==> src/rtl/cmos_rtc_regs.sv <==
// PCF8583-style clock/RAM register file with free-running BCD calendar.
// Reads are registered; the MiSTer RTC bus reloads the clock on each rtc[64] toggle.
module cmos_rtc_regs #(
  parameter int ADDR_W = 8,
  parameter int CLK_HZ = 24000000,
  parameter logic [ADDR_W-1:0] YEAR_REG = 8'hC0,
  parameter int CENTURY = 20,
  parameter MIF = "cmos.mif"
) (
  input  logic              clk,
  input  logic              reset_n,
  input  logic [64:0]       rtc,
  input  logic [ADDR_W-1:0] addr,
  input  logic [7:0]        wr_data,
  input  logic              wr_en,
  input  logic              rd_en,
  output logic [7:0]        rd_data,
  output logic              rd_valid
);

  localparam int DIV = CLK_HZ / 100;
  localparam int PW = (DIV > 1) ? $clog2(DIV) : 1;
  localparam logic [PW-1:0] PRE_MAX = PW'(DIV - 1);
  localparam logic [ADDR_W-1:0] CENT_REG = YEAR_REG + 1'b1;

  logic [7:0] ram [2**ADDR_W];

  logic [7:0]    ctrl, hsec, sec, min, hour;
  logic [5:0]    date;
  logic [4:0]    month;
  logic [2:0]    wday;
  logic [6:0]    year;
  logic [PW-1:0] pre;
  logic [2:0]    sync;

  logic is_low, is_year, is_cent, is_ram;
  logic wr_time, pre_clr, ld, tick;
  logic unused_rtc;

  assign is_low  = addr[ADDR_W-1:4] == '0;
  assign is_year = addr == YEAR_REG;
  assign is_cent = addr == CENT_REG;
  assign is_ram  = !(is_low || is_year || is_cent);

  assign wr_time = wr_en && (is_year ||
                   (is_low && addr[3:0] >= 4'h1 && addr[3:0] <= 4'h6));
  assign ld      = sync[1] ^ sync[2];
  assign pre_clr = ld || (wr_en && is_low &&
                   (addr[3:0] == 4'h1 || addr[3:0] == 4'h2));
  assign tick    = !ctrl[7] && pre == PRE_MAX;

  assign unused_rtc = ^{rtc[63:51], rtc[39:37], rtc[31:30]};

  function automatic logic [7:0] bcd_inc(input logic [7:0] v);
    return (v[3:0] == 4'h9) ? {v[7:4] + 4'h1, 4'h0} : v + 8'h01;
  endfunction

  logic [7:0] n_hsec, n_sec, n_min, n_hour;
  logic [5:0] n_date, dim;
  logic [4:0] n_month;
  logic [2:0] n_wday;
  logic [6:0] n_year;
  logic c_sec, c_min, c_hour, c_day, c_mon, c_year;

  always_comb begin
    dim = 6'h31;
    unique case (month)
      5'h02: dim = (year[1:0] == 2'b00) ? 6'h29 : 6'h28;
      5'h04, 5'h06, 5'h09, 5'h11: dim = 6'h30;
      default: dim = 6'h31;
    endcase
  end

  // One ripple of equality compares; every field settles in the same cycle
  always_comb begin
    n_sec   = sec;
    n_min   = min;
    n_hour  = hour;
    n_date  = date;
    n_wday  = wday;
    n_month = month;
    n_year  = year;
    c_sec   = hsec == 8'h99;
    n_hsec  = c_sec ? 8'h00 : bcd_inc(hsec);
    c_min   = c_sec && sec == 8'h59;
    c_hour  = c_min && min == 8'h59;
    c_day   = c_hour && hour == 8'h23;
    c_mon   = c_day && date == dim;
    c_year  = c_mon && month == 5'h12;
    if (c_sec)
      n_sec = (sec == 8'h59) ? 8'h00 : bcd_inc(sec);
    if (c_min)
      n_min = (min == 8'h59) ? 8'h00 : bcd_inc(min);
    if (c_hour)
      n_hour = (hour == 8'h23) ? 8'h00 : bcd_inc(hour);
    if (c_day) begin
      n_date = (date == dim) ? 6'h01 : 6'(bcd_inc({2'b00, date}));
      n_wday = (wday == 3'd6) ? 3'd0 : wday + 3'd1;
    end
    if (c_mon)
      n_month = (month == 5'h12) ? 5'h01 : 5'(bcd_inc({3'b000, month}));
    if (c_year)
      n_year = (year == 7'd99) ? 7'd0 : year + 7'd1;
  end

  logic [7:0] lo_val, rd_mux;

  always_comb begin
    lo_val = 8'h00;
    unique case (addr[3:0])
      4'h0: lo_val = ctrl;
      4'h1: lo_val = hsec;
      4'h2: lo_val = sec;
      4'h3: lo_val = min;
      4'h4: lo_val = hour;
      4'h5: lo_val = {year[1:0], date};
      4'h6: lo_val = {wday, month};
      default: lo_val = 8'h00;
    endcase
    rd_mux = 8'h00;
    unique case (1'b1)
      is_low:  rd_mux = (wr_en && addr[3:0] <= 4'h6) ? wr_data : lo_val;
      is_year: rd_mux = wr_en ? {1'b0, wr_data[6:0]} : {1'b0, year};
      is_cent: rd_mux = 8'(CENTURY);
      default: rd_mux = wr_en ? wr_data : ram[addr];
    endcase
  end

  always_ff @(posedge clk) begin
    if (wr_en && is_ram)
      ram[addr] <= wr_data;
  end

  always_ff @(posedge clk or negedge reset_n) begin
    if (!reset_n) begin
      ctrl     <= 8'h00;
      hsec     <= 8'h00;
      sec      <= 8'h00;
      min      <= 8'h00;
      hour     <= 8'h00;
      date     <= 6'h01;
      month    <= 5'h01;
      wday     <= 3'd0;
      year     <= 7'd0;
      pre      <= '0;
      sync     <= 3'b000;
      rd_data  <= 8'h00;
      rd_valid <= 1'b0;
    end else begin
      sync     <= {sync[1:0], rtc[64]};
      rd_valid <= rd_en;
      if (rd_en)
        rd_data <= rd_mux;
      if (wr_en && is_low && addr[3:0] == 4'h0)
        ctrl <= wr_data;
      if (pre_clr)
        pre <= '0;
      else if (!ctrl[7])
        pre <= (pre == PRE_MAX) ? '0 : pre + 1'b1;
      if (ld) begin
        hsec  <= 8'h00;
        sec   <= rtc[7:0];
        min   <= rtc[15:8];
        hour  <= rtc[23:16];
        date  <= rtc[29:24];
        month <= rtc[36:32];
        wday  <= rtc[50:48];
        year  <= 7'(rtc[47:44]) * 7'd10 + 7'(rtc[43:40]);
      end else if (wr_time) begin
        if (is_year) begin
          year <= wr_data[6:0];
        end else begin
          unique case (addr[3:0])
            4'h1: hsec <= wr_data;
            4'h2: sec  <= wr_data;
            4'h3: min  <= wr_data;
            4'h4: hour <= wr_data;
            4'h5: begin
              year[1:0] <= wr_data[7:6];
              date      <= wr_data[5:0];
            end
            4'h6: begin
              wday  <= wr_data[7:5];
              month <= wr_data[4:0];
            end
            default: ;
          endcase
        end
      end else if (tick) begin
        hsec  <= n_hsec;
        sec   <= n_sec;
        min   <= n_min;
        hour  <= n_hour;
        date  <= n_date;
        wday  <= n_wday;
        month <= n_month;
        year  <= n_year;
      end
    end
  end

endmodule
==> config.mk <==
export PLATFORM = sky130hd
export DESIGN_NAME = cmos_rtc_regs
export DESIGN_NICKNAME = d
export VERILOG_FILES = /design/src/rtl/cmos_rtc_regs.sv
export SDC_FILE = /design/constraint.sdc
export NUM_CORES = 2
export LEC_CHECK = 0
export ABC_AREA = 0
export BUFFER_PORTS_ARGS = -buffer_cell sky130_fd_sc_hd__buf_2
export CORE_MARGIN = 1
export CORE_UTILIZATION = 40
export DETAILED_ROUTE_END_ITERATION = 8
export PLACE_DENSITY = 0.67
export SETUP_SLACK_MARGIN = 0.15
export SLEW_MARGIN = 25
export SYNTH_ARGS = -nofsm -noshare
export SYNTH_HDL_FRONTEND = slang
export SYNTH_SLANG_ARGS = --single-unit
==> constraint.sdc <==
create_clock -name clk -period 3.6 [get_ports clk]
set_input_delay 0.9 -clock clk [delete_from_list [all_inputs] [get_ports clk]]
set_output_delay 0.9 -clock clk [all_outputs]
set_load 0.03 [all_outputs]
Yosys cells after proc, flatten, opt, wreduce, memory -nomap -nowiden
Memories as Yosys holds them, arrays and structs flattened.
Cells that the tools add are included.
Word-level totals
  bits in read-only memories: 0
  output and inout port bits: 9
  memories kept: 1
  bits in registers: 91
  RAM bits: 2048
  latch bits: 0
  bits of input ports: 85
Memory list
  ram: depth 256, bits a word 8, rd ports 1, clocked after Yosys merged registers in 0, write ports 1, line 26  | logic [7:0] ram [2**ADDR_W];
Operators by class
  div/mod/pow operators: 0
  order comparisons: 2
  equal/unequal tests: 38
  shift-type cells: 0
  bitwise operators: 1
  add/sub/neg operators: 16
  reduce and logical (&&, ||, !) cells: 41
  multiplexer cells: 74
  multipliers: 1
Operator list (count)
  two-way mux 8 bit: 33
  one-hot mux 8 bit (7 select lines): 1
  two-way mux 18 bit: 3
  two-way mux 6 bit: 8
  two-way mux 5 bit: 9
  two-way mux 7 bit: 6
  adder 8 x 1 -> 8 bit, second input constant: 4
  equality test 4 bit, second input constant: 6
  equality test 8 bit, second input constant: 3
  one-hot mux 8 bit (3 select lines): 1
  AND reduction 4 bit: 6
  two-way mux 3 bit: 7
  nonzero test 3 bit: 7
  adder 18 x 1 -> 18 bit, second input constant: 1
  equality test 18 bit, second input constant: 1
  != test 3 x 1 -> 1 bit, second input constant: 6
  adder 4 x 1 -> 4 bit, second input constant: 4
  equality test 8 x 7 -> 1 bit, second input constant: 2
  logical AND 1 bit: 14
  equality test 4 x 3 -> 1 bit, second input constant: 3
  equality test 5 x 3 -> 1 bit, second input constant: 2
  equality test 5 bit, second input constant: 2
  one-hot mux 5 bit (2 select lines): 1
  AND reduction 3 bit: 3
  other kinds (29): 40

Logic depth before layout (Yosys ltp)
  depth after elaboration: 10
  mapped depth: 13
  depth with buffers taken out: 9

Least setup slack after synthesis
OpenSTA, ideal clock, no wires.
  path type: input to register
  from: input port addr[0]
  to: memory ram[223][0], enable pin
  library setup time: 0.370 ns
  stages: 10
  arrival: 2.999 ns
  path buffers: 7
  setup slack: 0.231 ns
  cell sequence: buf_6 > buf_4 > buf_6 > buf_6 > buf_4 > buf_4 > and2_1 > nand3_1 > clkbuf_1 > nor2_1
On the way
  cells in the longest elaborated chain, start to end: 7
  elaborated cells on any way between the ends: 8
Ends and longest elaborated chain
  start, declared: line 13  | input logic [ADDR_W-1:0] addr,
  equality test 8 bit: line 41  | assign is_year = addr == YEAR_REG;
  logical OR 1 bit (2 in series): line 43  | assign is_ram = !(is_low || is_year || is_cent);
  logical NOT 1 bit: line 43
  logical AND 1 bit: line 130  | if (wr_en && is_ram)
  two-way mux 1 bit: line 130
  two-way mux 1 bit (implied by the code): line 131  | ram[addr] <= wr_data;
  end, declared: line 26
Several ways; a longest one is shown, not always the timed one.

Worst setup path in the final report
  from: input port addr[0]
  to: register rd_data[4]
On the way
  cells in the longest elaborated chain, start to end: 4
  elaborated cells on any way between the ends: 16
Ends and longest elaborated chain
  parallel branches: the longest is 3 deep, another holds memory read (256 x 8 bit)
  one-hot mux 8 bit (3 select lines) (*): line 121  | unique case (1'b1)
  end signal, assigned: line 153  | rd_data <= rd_mux;
  end, declared: line 17  | output logic [7:0] rd_data,
Every way passes the cells marked *.
A chain may end at the register's enable or synchronous reset.

==> flow_summary.ini <==
[sta]
fin_crit_ns = 3.392
clock.fmax_ghz = 0.2948
setup_viol = 0
hold_viol_final = 0
slew_viol_final = 0
timing.final.crit_share = 0.9423
tightest_slew_ns = 1.133
maxSlewHeadroom = 0.2447
skew_ns = 0.06259
grt_setup_unrepaired = no

[placed_design]
place.port_buffers = 75
hpwlAfterDp_mm = 162.1
place.gp.congestion = 0.9490
dpl_cell_area_sq_mm = 0.09672
dp.cells = 8127

[detailed_routing]
drt_first_pass_iters = 6
drt_iter0_markers = 6733
vias_per_cell = 5.763
drcViolationCount = 0
postRouteWirelength_mm = 241.8
routedWlPerCell_um = 28.36
ant_nets = 0
num_vias = 49130

[global_routing]
grt_usage = 0.2204
grt_max_degree = 175
antenna_found_initial = 10
use_met1 = 0.2935
top_usage_layer = met2
grtUsageMet3 = 0.04649
first_global_vias = 48730
grt_pass1_wl_mm = 345.9
use_met2 = 0.3511
grt-ovfl-total = 0

[cells_and_area]
multi_input_area_sq_mm = 0.02176
post-route-util = 0.4832
num-fill-cells = 17450
final_cells = 8526
area_delta_synth_final_pct = 19.94
fin_area_sq_mm = 0.1037
fin_nets = 5617
drive_above_1_share = 0.3051
seq_area_sq_mm = 0.06378

[logic_synthesis]
synth_xor_area_frac = 0.003140
synth_top_family_by_area = multiplexers
yosysWarningCount = 0
synth-seq-cells = 2139
yosys.area.top_type_share = 0.7113
yosys-mux-area-fraction = 0.1520
syn_area_per_cell_sq_um = 19.05
synthCells = 4539
synth_edf_count = 2048
synth_commonest_cells = edfxtp_1, mux4_2, nor2_1
yosysMostFrequentCell = edfxtp_1
synth_fa_ha_area_frac = 0.004370
synth.distinct_cells = 88
synth_area_leaders = edfxtp_1, mux4_2, dfrtp_1
seq_area_frac_synth = 0.7376
syn_area_sq_mm = 0.08646
yosysTopAreaCell = edfxtp_1
synth_ff_type = edfxtp_1
synth_compound_area_frac = 0.04396
synthArstFlopShare = 0.04254
yosys.area_share.simple = 0.04098

[worst_setup_path]
cp.arrival_ns = 4.10
start_kind = input port
cp-end-kind = register
crit_fanout = 20
crit_type = in -> reg
crit_required_ns = 4.30

[pwr]
p_switching_mw = 12.84
power_frac_comb = 0.083
ir_drop_uv = 533.8
power.density_mw_per_mm2 = 530.0
internal-power_mw = 42.12
seq_power_share = 0.515
power_frac_clock = 0.403
leakage_nw = 35.11
switching_share = 0.2336

[floorplan]
initial_core_util = 0.4029
core_area_sq_mm = 0.2146
rows = 170
die_w_um = 466.9
die-area_sq_mm = 0.2180
io_pins = 94
die_h_um = 466.9

[cts]
max-clock-path-buffers = 3
clk_latency_ns = 0.85
cts_inserted_buffers = 212
postCtsSetupBuffers = 0
root_buffer = clkbuf_16
cts-htree-levels = 4
clkTransAtPathRegs_ns = 0.06
cts_num_sinks = 2139
cts_tree = yes

[min_path]
min_path_type = in -> async

[run]
cap_violations = 0

[run_status]
status = complete, no violations
worst paths after layout:
| check | depth (start not counted) | startpoint | endpoint | slack [ns] |
|---|---|---|---|---|
| max | 13 | addr[0] | rd_data[4]$_DFFE_PN0P_ | 0.21 |
| min | 1 | reset_n | min[2]$_DFFE_PN0P_ | 0.06 |
| max reg2reg | 10 | ram[11][4]$_DFFE_PP_ | rd_data[4]$_DFFE_PN0P_ | 0.62 |
| min reg2reg | 0 | sync[0]$_DFF_PN0_ | sync[1]$_DFF_PN0_ | 0.37 |
| max in group asynchronous | 2 | reset_n | hsec[0]$_DFFE_PN0P_ | 2.78 |
| min in group clk | 1 | rtc[64] | sync[0]$_DFF_PN0_ | 0.21 |
timing repair:
action                                  in CTS  in global routing
gates resized for setup                      3                  1
endpoints found under the setup margin       1                  1
hold buffers                                 0                  0
pin swaps                                    0                  0
registers in the layout, indices dropped and copies added, names as in the netlist:
signal / count
ctrl: 8
date: 6
hour: 8
hsec: 8
min: 8
month: 5
pre: 18
ram: 2048
rd_data: 8
rd_valid: 1
sec: 8
sync: 3
wday: 3
year: 7
power by group through the flow:
stage	clock network, mW	logic (mW)	registers [mW]
floorplan	0	2.44	28.5
global placement	0	4.40	28.8
detailed placement	0	4.47	28.8
CTS	22.4	4.50	28.3
global route	23.3	4.81	28.3
finish	22.1	4.54	28.3
per-layer routing:
metal	up-vias	share of wire
met3	497	0.097
met1	25580	0.39
li1	20450	-
met4	10	0.044
met2	2593	0.47
met5	-	0.00024
area by class of cell:
type | instances | area share
clock buffers | 260 | 0.05319
repair buffers | 880 | 0.07264
diodes | 4 | 0.00009652
multi-input cells | 2240 | 0.2098
inverters | 30 | 0.001098
well taps | 2838 | 0.03424
clock inverters | 135 | 0.01392
flip-flops and latches | 2139 | 0.6150
worst max-delay path: stages:
cell       delay, ns
buf_12          0.27
buf_12          0.22
buf_4           0.14
mux4_2          0.50
mux2i_2         0.35
buf_4           0.18
nor2_1          0.03
a211oi_1        0.28
buf_4           0.19
a32oi_1         0.27
a2111oi_2       0.42
buf_4           0.19
o41ai_1         0.06
logic make-up after synthesis:
| kind of cell | count (synthesis) |
|---|---|
| AOI/OAI and AO/OA | 559 |
| and+or+nand+nor | 752 |
| DFF | 2139 |
| xor gates and xnor gates | 31 |
| muxes | 725 |
| buffers and inverters | 303 |
| other | 1 |
| adders and majority gates | 29 |
per-stage QoR:
stage	power, mW	hold WS (ns)	worst slack [ns]	TNS [ns]
2_1_floorplan	30.95	0.3312	0.2311	0
3_3_place_gp	33.15	0.3437	-0.9090	-8.465
3_5_place_dp	33.25	0.3402	-1.023	-12.93
4_1_cts	55.13	0.03717	0.1768	0
5_1_grt	56.42	0.07759	0.2097	0
6_report	54.96	0.06159	0.2078	0
cells in the final DEF, fill, tap and decap left out, types with 62 or more instances in the layout:
master and instances:
edfxtp_1 2048, clkbuf_16 213, nand2_1 149, nor2_1 328, buf_2 62, o21ai_0 115
mux4_2 466, conb_1 144, mux2i_1 216, buf_12 81, dfrtp_1 89, a22oi_1 76
nand3_1 64, a21oi_1 83, buf_4 726
(Power assumes the default switching activity.)
